`src/rtl/mux_pkg.sv`:
```
// Shared constants and helpers for the registered N:1 mux/arbiter family.
package mux_pkg;

    // Operating modes of mux_arb_nx1
    localparam int unsigned MODE_SELECT = 0;
    localparam int unsigned MODE_RR     = 1;

    // Upper bound on channel count, sizes the helper search range
    localparam int unsigned MAX_LOG2 = 31;

    // Ceiling log2, never smaller than 1 so index ports keep a real bit
    function automatic int unsigned clog2_min1(input int unsigned value);
        int unsigned bits;
        bits = 1;
        for (int unsigned b = 1; b <= MAX_LOG2; b++) begin
            if ((64'd1 << (b - 1)) < 64'(value)) begin
                bits = b;
            end
        end
        return bits;
    endfunction

endpackage

```
`src/rtl/rr_grant_nx1.sv`:
```
// Rotate-priority encoder: first requester after ptr, wrapping modulo N.
module rr_grant_nx1 #(
    parameter int unsigned N     = 4,
    parameter int unsigned SEL_W = 2
) (
    input  logic [N-1:0]     req,
    input  logic [SEL_W-1:0] ptr,
    output logic [SEL_W-1:0] grant,
    output logic             grant_valid
);

    logic [SEL_W-1:0] idx;

    // Walk ptr+1 .. ptr+N (mod N) and keep the first requesting channel
    always_comb begin
        grant       = '0;
        grant_valid = 1'b0;
        idx         = '0;
        for (int unsigned k = 1; k <= N; k++) begin
            idx = SEL_W'((32'(ptr) + k) % N);
            if (!grant_valid && req[idx]) begin
                grant_valid = 1'b1;
                grant       = idx;
            end
        end
    end

endmodule

```
`src/rtl/mux_arb_nx1.sv`:
```
// Registered N:1 multiplexer with valid/ready handshakes; explicit select
// or round-robin arbitration, one output register stage.
module mux_arb_nx1
    import mux_pkg::*;
#(
    parameter int unsigned WIDTH = 32,
    parameter int unsigned N     = 4,
    parameter int unsigned SEL_W = clog2_min1(N),
    parameter int unsigned MODE  = MODE_SELECT
) (
    input  logic               clk,
    input  logic               rst_n,
    input  logic [N*WIDTH-1:0] in_data,
    input  logic [N-1:0]       in_valid,
    output logic [N-1:0]       in_ready,
    input  logic [SEL_W-1:0]   sel,
    output logic [WIDTH-1:0]   out_data,
    output logic               out_valid,
    input  logic               out_ready,
    output logic [SEL_W-1:0]   out_src,
    output logic               sel_err
);

    logic             can_load;
    logic [SEL_W-1:0] grant;
    logic             grant_valid;
    logic             xfer;
    logic             sel_bad;
    logic [WIDTH-1:0] grant_data;

    assign can_load = !out_valid || out_ready;

    if (MODE == MODE_RR) begin : g_rr
        logic [SEL_W-1:0] rr_ptr;
        logic             unused_sel;

        // sel has no role when arbitrating
        assign unused_sel = ^sel;
        assign sel_bad    = 1'b0;

        rr_grant_nx1 #(
            .N     (N),
            .SEL_W (SEL_W)
        ) u_rr_grant (
            .req         (in_valid),
            .ptr         (rr_ptr),
            .grant       (grant),
            .grant_valid (grant_valid)
        );

        // Pointer remembers the last served channel; moves only on a transfer
        always_ff @(posedge clk) begin
            if (!rst_n) begin
                rr_ptr <= SEL_W'(N - 1);
            end else if (xfer) begin
                rr_ptr <= grant;
            end
        end
    end else begin : g_sel
        assign grant       = sel;
        assign grant_valid = (32'(sel) < N);
        assign sel_bad     = !grant_valid;
    end

    // One-hot ready toward the granted channel when the output stage can load
    always_comb begin
        in_ready = '0;
        for (int unsigned i = 0; i < N; i++) begin
            in_ready[i] = can_load && grant_valid && (32'(grant) == i);
        end
    end

    assign xfer = |(in_ready & in_valid);

    // Data path mux; compares against each legal index so an out-of-range
    // grant can never address past the packed input bus
    always_comb begin
        grant_data = '0;
        for (int unsigned i = 0; i < N; i++) begin
            if (32'(grant) == i) begin
                grant_data = in_data[i*WIDTH +: WIDTH];
            end
        end
    end

    // Output register: load on transfer, drop valid on consume without refill
    always_ff @(posedge clk) begin
        if (!rst_n) begin
            out_valid <= 1'b0;
            out_data  <= '0;
            out_src   <= '0;
        end else if (xfer) begin
            out_valid <= 1'b1;
            out_data  <= grant_data;
            out_src   <= grant;
        end else if (out_valid && out_ready) begin
            out_valid <= 1'b0;
        end
    end

    // Illegal-select flag, raised each cycle a bad sel meets a valid input
    always_ff @(posedge clk) begin
        if (!rst_n) begin
            sel_err <= 1'b0;
        end else begin
            sel_err <= sel_bad && (|in_valid);
        end
    end

endmodule

```
`config.mk`:
```
export PLATFORM = sky130hd
export DESIGN_NAME = mux_arb_nx1
export DESIGN_NICKNAME = d
export VERILOG_FILES = /design/src/rtl/mux_pkg.sv /design/src/rtl/rr_grant_nx1.sv /design/src/rtl/mux_arb_nx1.sv
export SDC_FILE = /design/constraint.sdc
export NUM_CORES = 1
export LEC_CHECK = 0
export BUFFER_PORTS_ARGS = -buffer_cell sky130_fd_sc_hd__buf_2
export CAP_MARGIN = 25
export CORE_AREA = 2 2 77 79
export CTS_BUF_LIST = sky130_fd_sc_hd__clkbuf_4
export DETAILED_ROUTE_END_ITERATION = 8
export DIE_AREA = 0 0 79 81
export PLACE_DENSITY = 0.9
export RECOVER_POWER = 100
export SYNTH_ARGS = -nofsm -noshare
export SYNTH_HDL_FRONTEND = slang
export SYNTH_SLANG_ARGS = --single-unit
```
`constraint.sdc`:
```
create_clock -name clk -period 3.7 [get_ports clk]
set_input_delay 0.74 -clock clk [delete_from_list [all_inputs] [get_ports clk]]
set_output_delay 0.74 -clock clk [all_outputs]
set_load 0.005 [all_outputs]
```
# ---- After elaboration in Yosys (flattened, before gate mapping)
# Cells that the tools add are included.
# W data, S select, Z words.
dict set report word_totals {
  regBits 35
  elab_cells 23
  input_bits 137
  out_inout_bits 40
}
dict set report classes {
  n_eq_ne 3
  n_reduce_logical 10
  n_mux 6
  bitwise_logic 1
}
# op count
set op_table {}
lappend op_table {{$mux W32} 4}
lappend op_table {{$logic_and A1 B1 Y1} 5}
lappend op_table {{$and A4 B4 Y4} 1}
lappend op_table {{$eq A2 B2 Y1 const B} 2}
lappend op_table {{$reduce_or A4 Y1} 1}
lappend op_table {{$eq A2 B1 Y1 const B} 1}
lappend op_table {{$logic_not A2 Y1} 1}
lappend op_table {{$mux W1} 2}
lappend op_table {{$reduce_bool A2 Y1} 1}
lappend op_table {{$logic_not A1 Y1} 1}
lappend op_table {{$logic_or A1 B1 Y1} 1}

# ---- Logic depth before layout (Yosys ltp)
# Gate-level depths: netlist (run 1).
dict set report depth {
  ltp_word 6
  ltp_mapped 6
}

# ---- Worst setup path after synthesis (run 1)
# OpenSTA, ideal clock, no wires.
dict set report synth_path {
  path_type {input to output}
  startpoint {in sel[1]}
  endpoint {out in_ready[1]}
  required_ps 2960
  cell_stages 3
  t_arrival_ps 1303
  path_slack_ps 1657
  path_cell_list {buf_2 -> buf_2 -> nor3b_1}
}
dict set report synth_via {
  elab_chain_len 2
}
# element line_no
set synth_lines {}
lappend synth_lines {{from (decl)} mux_arb_nx1.sv:16} ;# input logic [SEL_W-1:0] sel,
lappend synth_lines {{$eq A2 B1 Y1} mux_arb_nx1.sv:69} ;# in_ready[i] = can_load && grant_valid && (32'(grant) == i);
lappend synth_lines {{$logic_and A1 B1 Y1} mux_arb_nx1.sv:69}
lappend synth_lines {{to (decl)} mux_arb_nx1.sv:15} ;# output logic [N-1:0] in_ready,
# No other way between the ends.

# ---- Final worst setup path (run 1)
dict set report layout_path {
  startpoint {in sel[1]}
  endpoint {reg out_data[16]}
}
dict set report layout_via {
  elab_chain_len 5
}
# element line_no
set layout_lines {}
lappend layout_lines {{$logic_not A2 Y1} {mux_arb_nx1.sv:69, mux_arb_nx1.sv:80}}
lappend layout_lines {{$mux W32 (4 in a row)} mux_arb_nx1.sv:80} ;# if (32'(grant) == i) begin
lappend layout_lines {{to (signal assigned)} mux_arb_nx1.sv:94} ;# out_data <= grant_data;
lappend layout_lines {{to (decl)} mux_arb_nx1.sv:17} ;# output logic [WIDTH-1:0] out_data,
# Parallel ways exist; a longest one is shown, timed or not.
# A chain may end at the register's enable or synchronous reset.

==> metrics.csv, run 1 <==
stage,metric,value,unit
outcome,status,"complete, no violations",
pwr,Int Pwr,0.6473,mW
grt,initial antenna violation count,0,
grt,largest net degree at the start of global routing,41,
pwr,Total Power,0.9134,mW
min_path,Hold Crit Class,flip-flop to flip-flop,
yosys,area of the mapped netlist,0.002457,sq mm
layout,Filler cells,527,
floorplan,die height,81,um
grt,overflow left after global routing,0,
yosys,Yosys cell types,27,
layout,layout overhead on the synthesized area,32.13,%
yosys,register area share after synthesis,28.51,%
timing,worst relative slew slack,33.59,%
placed_design,port buffer count,175,
timing,Setup TNS Final,0,ps
timing,final number of hold-violating endpoints,0,
pwr,PD cells,281.3,mW/mm^2
pwr,leakage power,1.401,nW
clocking,clock sink count,35,
grt,first-pass GRT wire length,10.29,mm
timing,setup violators final,0,
clocking,postcts setup bufs,0,
timing,Hold WS,466.4,ps
timing,worst slew pin tran,996.2,ps
timing,Layout Skew,3.477,ps
drt,Vias,2397,
pwr,Switch Pwr,0.2662,mW
drt,post-route ant nets,0,
clocking,TritonCTS buffer count,5,
pwr,Seq pwr share,47.0,%
clocking,clk buf depth,2,
drt,Detailed Route WL,6.879,mm
timing,RSZ-0062 raised after global routing,false,
clocking,root buf cell,clkbuf_4,
placed_design,routability cong.,0.7493,
yosys,cell count after synthesis,208,
floorplan,Initial Utilization,43.30,%
floorplan,die area,0.006399,sq mm
drt,DR WL/cell,15.49,um
timing,crit share post-route,80.50,%
clocking,Skew-Pair Late Insertion Delay,320,ps
drt,Initial DRC Count,125,
setup_path,Critical Path Fanout Max,40,
timing,setup ws final,721.3,ps
clocking,clk slew on worst S/H paths,100,ps
setup_path,CP arrival,3190,ps
layout,final core utilization,57.21,%
floorplan,num ports,177,
clocking,hold_buf cts,0,
pwr,VDD IR max,0.0001364,V
setup_path,Critical Path RT,3920,ps
drt,drt first pass iters,4,
grt,vias in the first global route,2221,
clocking,Post-CTS Resized,0,
layout,share of cells above drive strength 1,56.37,%
drt,# DRC,0,
pwr,Comb pwr share,31.7,%
drt,mean number of vias per cell,5.399,
layout,diode count,0,
timing,FMAX,0.3357,GHz
yosys,post-synthesis area per instance,11.81,sq um
pwr,clock network fraction of design power,21.3,%
grt,total track usage,20.42,%
floorplan,Core Area,0.005675,sq mm
setup_path,Crit Path Category,primary input to flip-flop,
layout,# nets final,505,
floorplan,Std-Cell Rows,28,
floorplan,Die X,79,um
clocking,CTS tree,yes,
placed_design,pre-CTS setup slack,657.8,ps
setup_path,CP Capture Type,flip-flop,
clocking,htree depth,2,
setup_path,Critical Path Start Type,primary input,
timing,Final Critical Period,2979,ps
yosys,synth warn,0,
pwr,sw frac,29.14,%
flow_run,Max Cap Viol,0,
placed_design,dpl hpwl,5.144,mm
yosys,syn_nets,345,
timing,count of pins over their slew limit,0,
yosys,#FFs+latches synth,35,
## metal layers
metal,vias to the layer above,global-route usage (%),wire length (um)
met5,-,0,0
met4,0,6.724,91
met3,9,4.333,459
met2,100,38.47,3747
met1,1155,22.93,2581
li1,1133,-,-
## power groups by stage
stage,clock (mW),sequential [mW],combinational [mW]
global placement,0,0.437,0.287
CTS,0.204,0.430,0.300
global route,0.226,0.432,0.318
finish,0.195,0.429,0.290
floorplan,0,0.441,0.178
detailed placement,0,0.438,0.300
## per-stage QoR
stage               std cells  instance area (sq um)
floorplan                 208                   2457
global placement          433                   3259
detailed placement        433                   3259
CTS                       441                   3312
global route              444                   3247
finish                    444                   3247
## final timing paths
path | start | end | slack [ps] | cells past startpoint
setup reg to reg | out_valid | out_data[21] | 1680 | 5
hold reg to reg | out_data[22] | out_data[22] | 470 | 2
setup / recovery | sel[1] | out_data[16] | 720 | 5
hold / removal | out_data[22] | out_data[22] | 470 | 2
## Yosys cell counts
master / count / area share (%)
nor3_1: 1 / 0.20
buf_4: 2 / 0.61
o31a_1: 1 / 0.36
buf_6: 9 / 4.1
nor3b_1: 1 / 0.31
a21boi_0: 4 / 1.2
nor2_1: 1 / 0.15
mux4_1: 3 / 3.2
nand3_2: 29 / 12
and3_1: 2 / 0.51
clkbuf_1: 3 / 0.46
dfxtp_1: 35 / 29
nand2b_1: 1 / 0.25
a21boi_1: 29 / 8.9
nand3_1: 5 / 1.0
buf_2: 12 / 2.4
mux2i_1: 1 / 0.41
o21ai_1: 3 / 0.61
conb_1: 1 / 0.15
nand2_1: 1 / 0.15
o211a_1: 1 / 0.41
mux4_2: 29 / 27
nor2b_1: 1 / 0.25
mux2_4: 1 / 0.61
or3_1: 1 / 0.25
nor3_2: 1 / 0.41
o21ai_0: 30 / 6.1
## placed cells by master, fill, tap and decap left out, drive strengths merged, types with 2 or more instances in the layout
master  count
o21ai      33
clkbuf     35
mux4       32
nand3      34
nor3        2
dfxtp      35
a21boi     33
buf       150
and3        2
clkinv      2
## logic make-up (layout without fill, tap and decap cells)
kind of cell / after synthesis / after routing / synth area share [%]
compound gates: 68 / 68 / 17.57
buf+inv: 26 / 187 / 7.637
flops: 35 / 35 / 28.51
mux: 34 / 34 / 30.80
other cells: 1 / 1 / 0.1526
simple gates: 44 / 44 / 15.33
## cell type report
type,count,area (sq um),share of cell area (%)
timing repair buffer,179,883.3,27.21
clock inverter,2,7.507,0.2312
tap,75,93.84,2.890
clock buffer,6,45.04,1.387
sequential,35,700.7,21.58
multi-input combinational,147,1516,46.71
## flip-flops by register name, indices dropped and copies added (netlist names)
signal	flops
out_data	32
out_valid	1
out_src	2
## worst max-delay path, stage by stage
cell      delay (ps)
clkbuf_2         730
nand3_1          910
clkbuf_2         530
nand3_1          170
a21boi_0          90
Note: power is estimated with default switching activity, not from simulation.
==> run 2, diff against run 1 <==
ABC_AREA = 1   (was default)
PLACE_DENSITY = 0.86   (was 0.9)
clock period = 3.05 ns   (was 3.7 ns; I/O delays follow)
==> run 2 against run 1 <==
Net effect: cell count increased by 46%; via count increased by 24%; utilization down 1.8 points; die area stayed put; count of clock-buffer cells in the layout stayed put; register-to-register slack worse by 680 ps; worst hold slack gained 9.0 ps; synthesized cell count grew 97%; routed wire length rose by 4.0%; design area decreased by 3.2%; largest power group unchanged; synthesized area fell by 8.9%; sequential power rose by 24%.
==> metrics.csv, run 2 <==
stage,metric,value,unit,change
clocking,root buf cell,clkbuf_4,,unchanged
drt,met2 WL,3.485,mm,was 3.747 mm
setup_path,Critical Path Fanout Max,31,,was 40
timing,worst relative slew slack,22.52,%,was 33.59%
timing,Hold WS,475.4,ps,was 466.4 ps
setup_path,Crit Path Category,primary input to flip-flop,,unchanged
layout,post-route non-filler standard cell count,648,,was 444
placed_design,dpl hpwl,5.287,mm,was 5.144 mm
layout,final core utilization,55.40,%,was 57.21%
flow_run,Max Cap Viol,0,,unchanged
pwr,VDD IR max,0.0001619,V,was 0.0001364 V
layout,largest reg by FF count,out_data,,unchanged
clocking,clk buf depth,2,,unchanged
drt,Detailed Route WL,7.152,mm,was 6.879 mm
floorplan,Std-Cell Rows,28,,unchanged
yosys,ys async rst share,0,%,unchanged
yosys,area of the mapped netlist,0.002238,sq mm,was 0.002457 sq mm
clocking,htree depth,2,,unchanged
floorplan,die height,81,um,unchanged
setup_path,Critical Path Start Type,primary input,,unchanged
clocking,clk slew on worst S/H paths,90,ps,was 100 ps
layout,# nets final,711,,was 505
timing,FMAX,0.4623,GHz,
pwr,Total Power,1.149,mW,was 0.9134 mW
layout,most frequent cells in the layout,"198 x nand2_1, 142 x buf_2, 67 x nor2_1",,"was 148 x buf_2, 35 x dfxtp_1, 30 x o21ai_0"
timing,count of pins over their slew limit,0,,unchanged
setup_path,Critical Path RT,3270,ps,was 3920 ps
layout,max reg flops,32,,unchanged
clocking,Skew-Pair Late Insertion Delay,320,ps,about the same
drt,Vias,2975,,was 2397
drt,drt first pass iters,4,,unchanged
outcome,status,"complete, no violations",,unchanged
drt,DR WL/cell,11.04,um,was 15.49 um
pwr,PD cells,365.5,mW/mm^2,was 281.3 mW/mm^2
layout,Filler cells,602,,was 527
min_path,Hold Crit Class,flip-flop to flip-flop,,unchanged
grt,first-pass GRT wire length,11.02,mm,was 10.29 mm
clocking,Post-CTS Resized,0,,unchanged
yosys,largest cells by area after synthesis,"nand2_1 33%, dfxtp_1 31%, nor2_1 12%, nand4_1 8.9%, inv_1 6.2%",,"was dfxtp_1 29%, mux4_2 27%, nand3_2 12%, a21boi_1 8.9%, o21ai_0 6.1%"
timing,worst slew pin tran,1162,ps,was 996.2 ps
timing,setup violators final,0,,unchanged
yosys,#FFs+latches synth,35,,unchanged
grt,vias in the first global route,2583,,was 2221
placed_design,routability cong.,0.8478,,was 0.7493
yosys,Commonest cells post-synth,"198 x nand2_1, 69 x nor2_1, 37 x inv_1",,"was 35 x dfxtp_1, 30 x o21ai_0, 29 x a21boi_1, 29 x mux4_2, 29 x nand3_2"
timing,Final Critical Period,2163,ps,
timing,RSZ-0062 raised after global routing,false,,unchanged
yosys,register area share after synthesis,31.30,%,was 28.51%
floorplan,Initial Utilization,39.44,%,was 43.30%
drt,routed wl met3,581,um,was 459 um
setup_path,CP arrival,2390,ps,was 3190 ps
setup_path,CP Cell Sequence,buf_2 > nand2_1 > inv_2 > nand3_1 > nand2_1 > nor2_4 > clkbuf_1 > nand2_1 > nand2_1 > nor2_1,,was clkbuf_2 > nand3_1 > clkbuf_2 > nand3_1 > a21boi_0
drt,uppermost layer routed,met4,,unchanged
yosys,Synth area leader,nand2_1,,was dfxtp_1
floorplan,die area,0.006399,sq mm,unchanged
layout,diode count,0,,unchanged
drt,met1 WL,3.000,mm,was 2.581 mm
setup_path,Max stage delay on crit path,850,ps,was 910 ps
timing,crit share post-route,70.93,%,
clocking,hold_buf cts,0,,unchanged
placed_design,port buffer count,175,,unchanged
drt,Initial DRC Count,117,,was 125
setup_path,CP Capture Type,flip-flop,,unchanged
yosys,Yosys cell types,17,,was 27
timing,final number of hold-violating endpoints,0,,unchanged
yosys,Post-synth EDFFs,0,,unchanged
pwr,leakage power,1.746,nW,was 1.401 nW
drt,mean number of vias per cell,4.591,,was 5.399
layout,Reg area,700.7,sq um,unchanged
yosys,syn_nets,547,,was 345
grt,initial antenna violation count,0,,unchanged
layout,Top Registers,"out_data (32), out_src (2), out_valid (1)",,unchanged
layout,Multi-input gate area,0.001281,sq mm,was 0.001516 sq mm
floorplan,num ports,177,,unchanged
clocking,clock sink count,35,,unchanged
yosys,post-synthesis area per instance,5.460,sq um,was 11.81 sq um
grt,overflow left after global routing,0,,unchanged
yosys,cell count after synthesis,410,,was 208
yosys,cell with the most instances after synthesis,nand2_1,,was dfxtp_1
drt,post-route ant nets,0,,unchanged
layout,"commonest non-fill, non-tap cell in the layout",nand2_1,,was buf_2
drt,# DRC,0,,unchanged
grt,largest net degree at the start of global routing,38,,was 41
grt,total track usage,21.61,%,was 20.42%
yosys,Synth top area share,33.20,%,was 28.51%
floorplan,Die X,79,um,unchanged
placed_design,dpl cells,642,,was 433
clocking,CTS tree,yes,,unchanged
clocking,TritonCTS buffer count,5,,unchanged
floorplan,Core Area,0.005675,sq mm,unchanged
clocking,postcts setup bufs,0,,unchanged
yosys,top_reg_cell synth,dfxtp_1,,unchanged
yosys,synth warn,0,,unchanged
layout,share of cells above drive strength 1,27.92,%,was 56.37%
setup_path,Most common cell on crit path,nand2_1,,
setup_path,"slowest stage cell, crit path",clkbuf_1,,was nand3_1
layout,layout overhead on the synthesized area,40.47,%,was 32.13%
timing,Setup TNS Final,0,ps,unchanged
timing,Layout Skew,5.779,ps,was 3.477 ps
==> run 2: cell count changes after synthesis, moves of 29 or more <==
cell and change:
nand2_1 +197, nor2_1 +68, inv_1 +37, nand4_1 +32, o21ai_0 -30, mux4_2 -29, nand3_2 -29
==> run 2: final cells by class <==
class / instances / area share [%]
flip-flops and latches: 35 / 22.28
multi-input cells: 312 / 40.75
inverters: 39 / 4.656
repair buffers: 181 / 27.89
well taps: 75 / 2.984
clock buffers: 6 / 1.433
==> run 2: layer usage <==
layer  up-vias  global-route usage, %
li1       1569                      -
met1      1279                  24.30
met2       117                  40.17
met3        10                  5.889
met4         0                  5.862
met5         -                      0
==> run 2: per-stage QoR <==
| stage | instance area, sq um | setup WS [ps] |
|---|---|---|
| 2_1_floorplan | 2238 | 1431 |
| 3_3_place_gp | 3143 | 1150 |
| 3_5_place_dp | 3143 | 1104 |
| 4_1_cts | 3188 | 1103 |
| 5_1_grt | 3144 | 620.0 |
| 6_report | 3144 | 886.7 |
==> run 2: cell families after synthesis <==
kind of cell	share of synthesized area (%)
AO/OA/AOI/OAI	0.5589
buffers and inverters	11.91
AND/OR/NAND/NOR	56.06
flip-flops	31.30
other	0.1675
==> run 2: worst max-delay path: cells and delay by family <==
family / cells / cell delay [ps]
buffers and inverters: 3 / 1080
and+or+nand+nor: 7 / 680
==> run 2: path summary, 6_finish.rpt <==
path | cells after the start | endpoint | slack (ps) | from
worst max-delay path | 10 | out_data[24] | 890 | sel[0]
worst max register to register | 8 | out_data[24] | 1000 | out_valid
worst min register to register | 2 | out_src[1] | 480 | out_src[1]
worst min-delay path | 2 | out_src[1] | 480 | out_src[1]
==> run 2: power breakdown <==
part           total [mW]  internal, mW  switching (mW)
Combinational       0.387         0.170           0.217
Sequential          0.534         0.510          0.0246
Clock               0.228        0.0909           0.137
Total                1.15         0.770           0.379
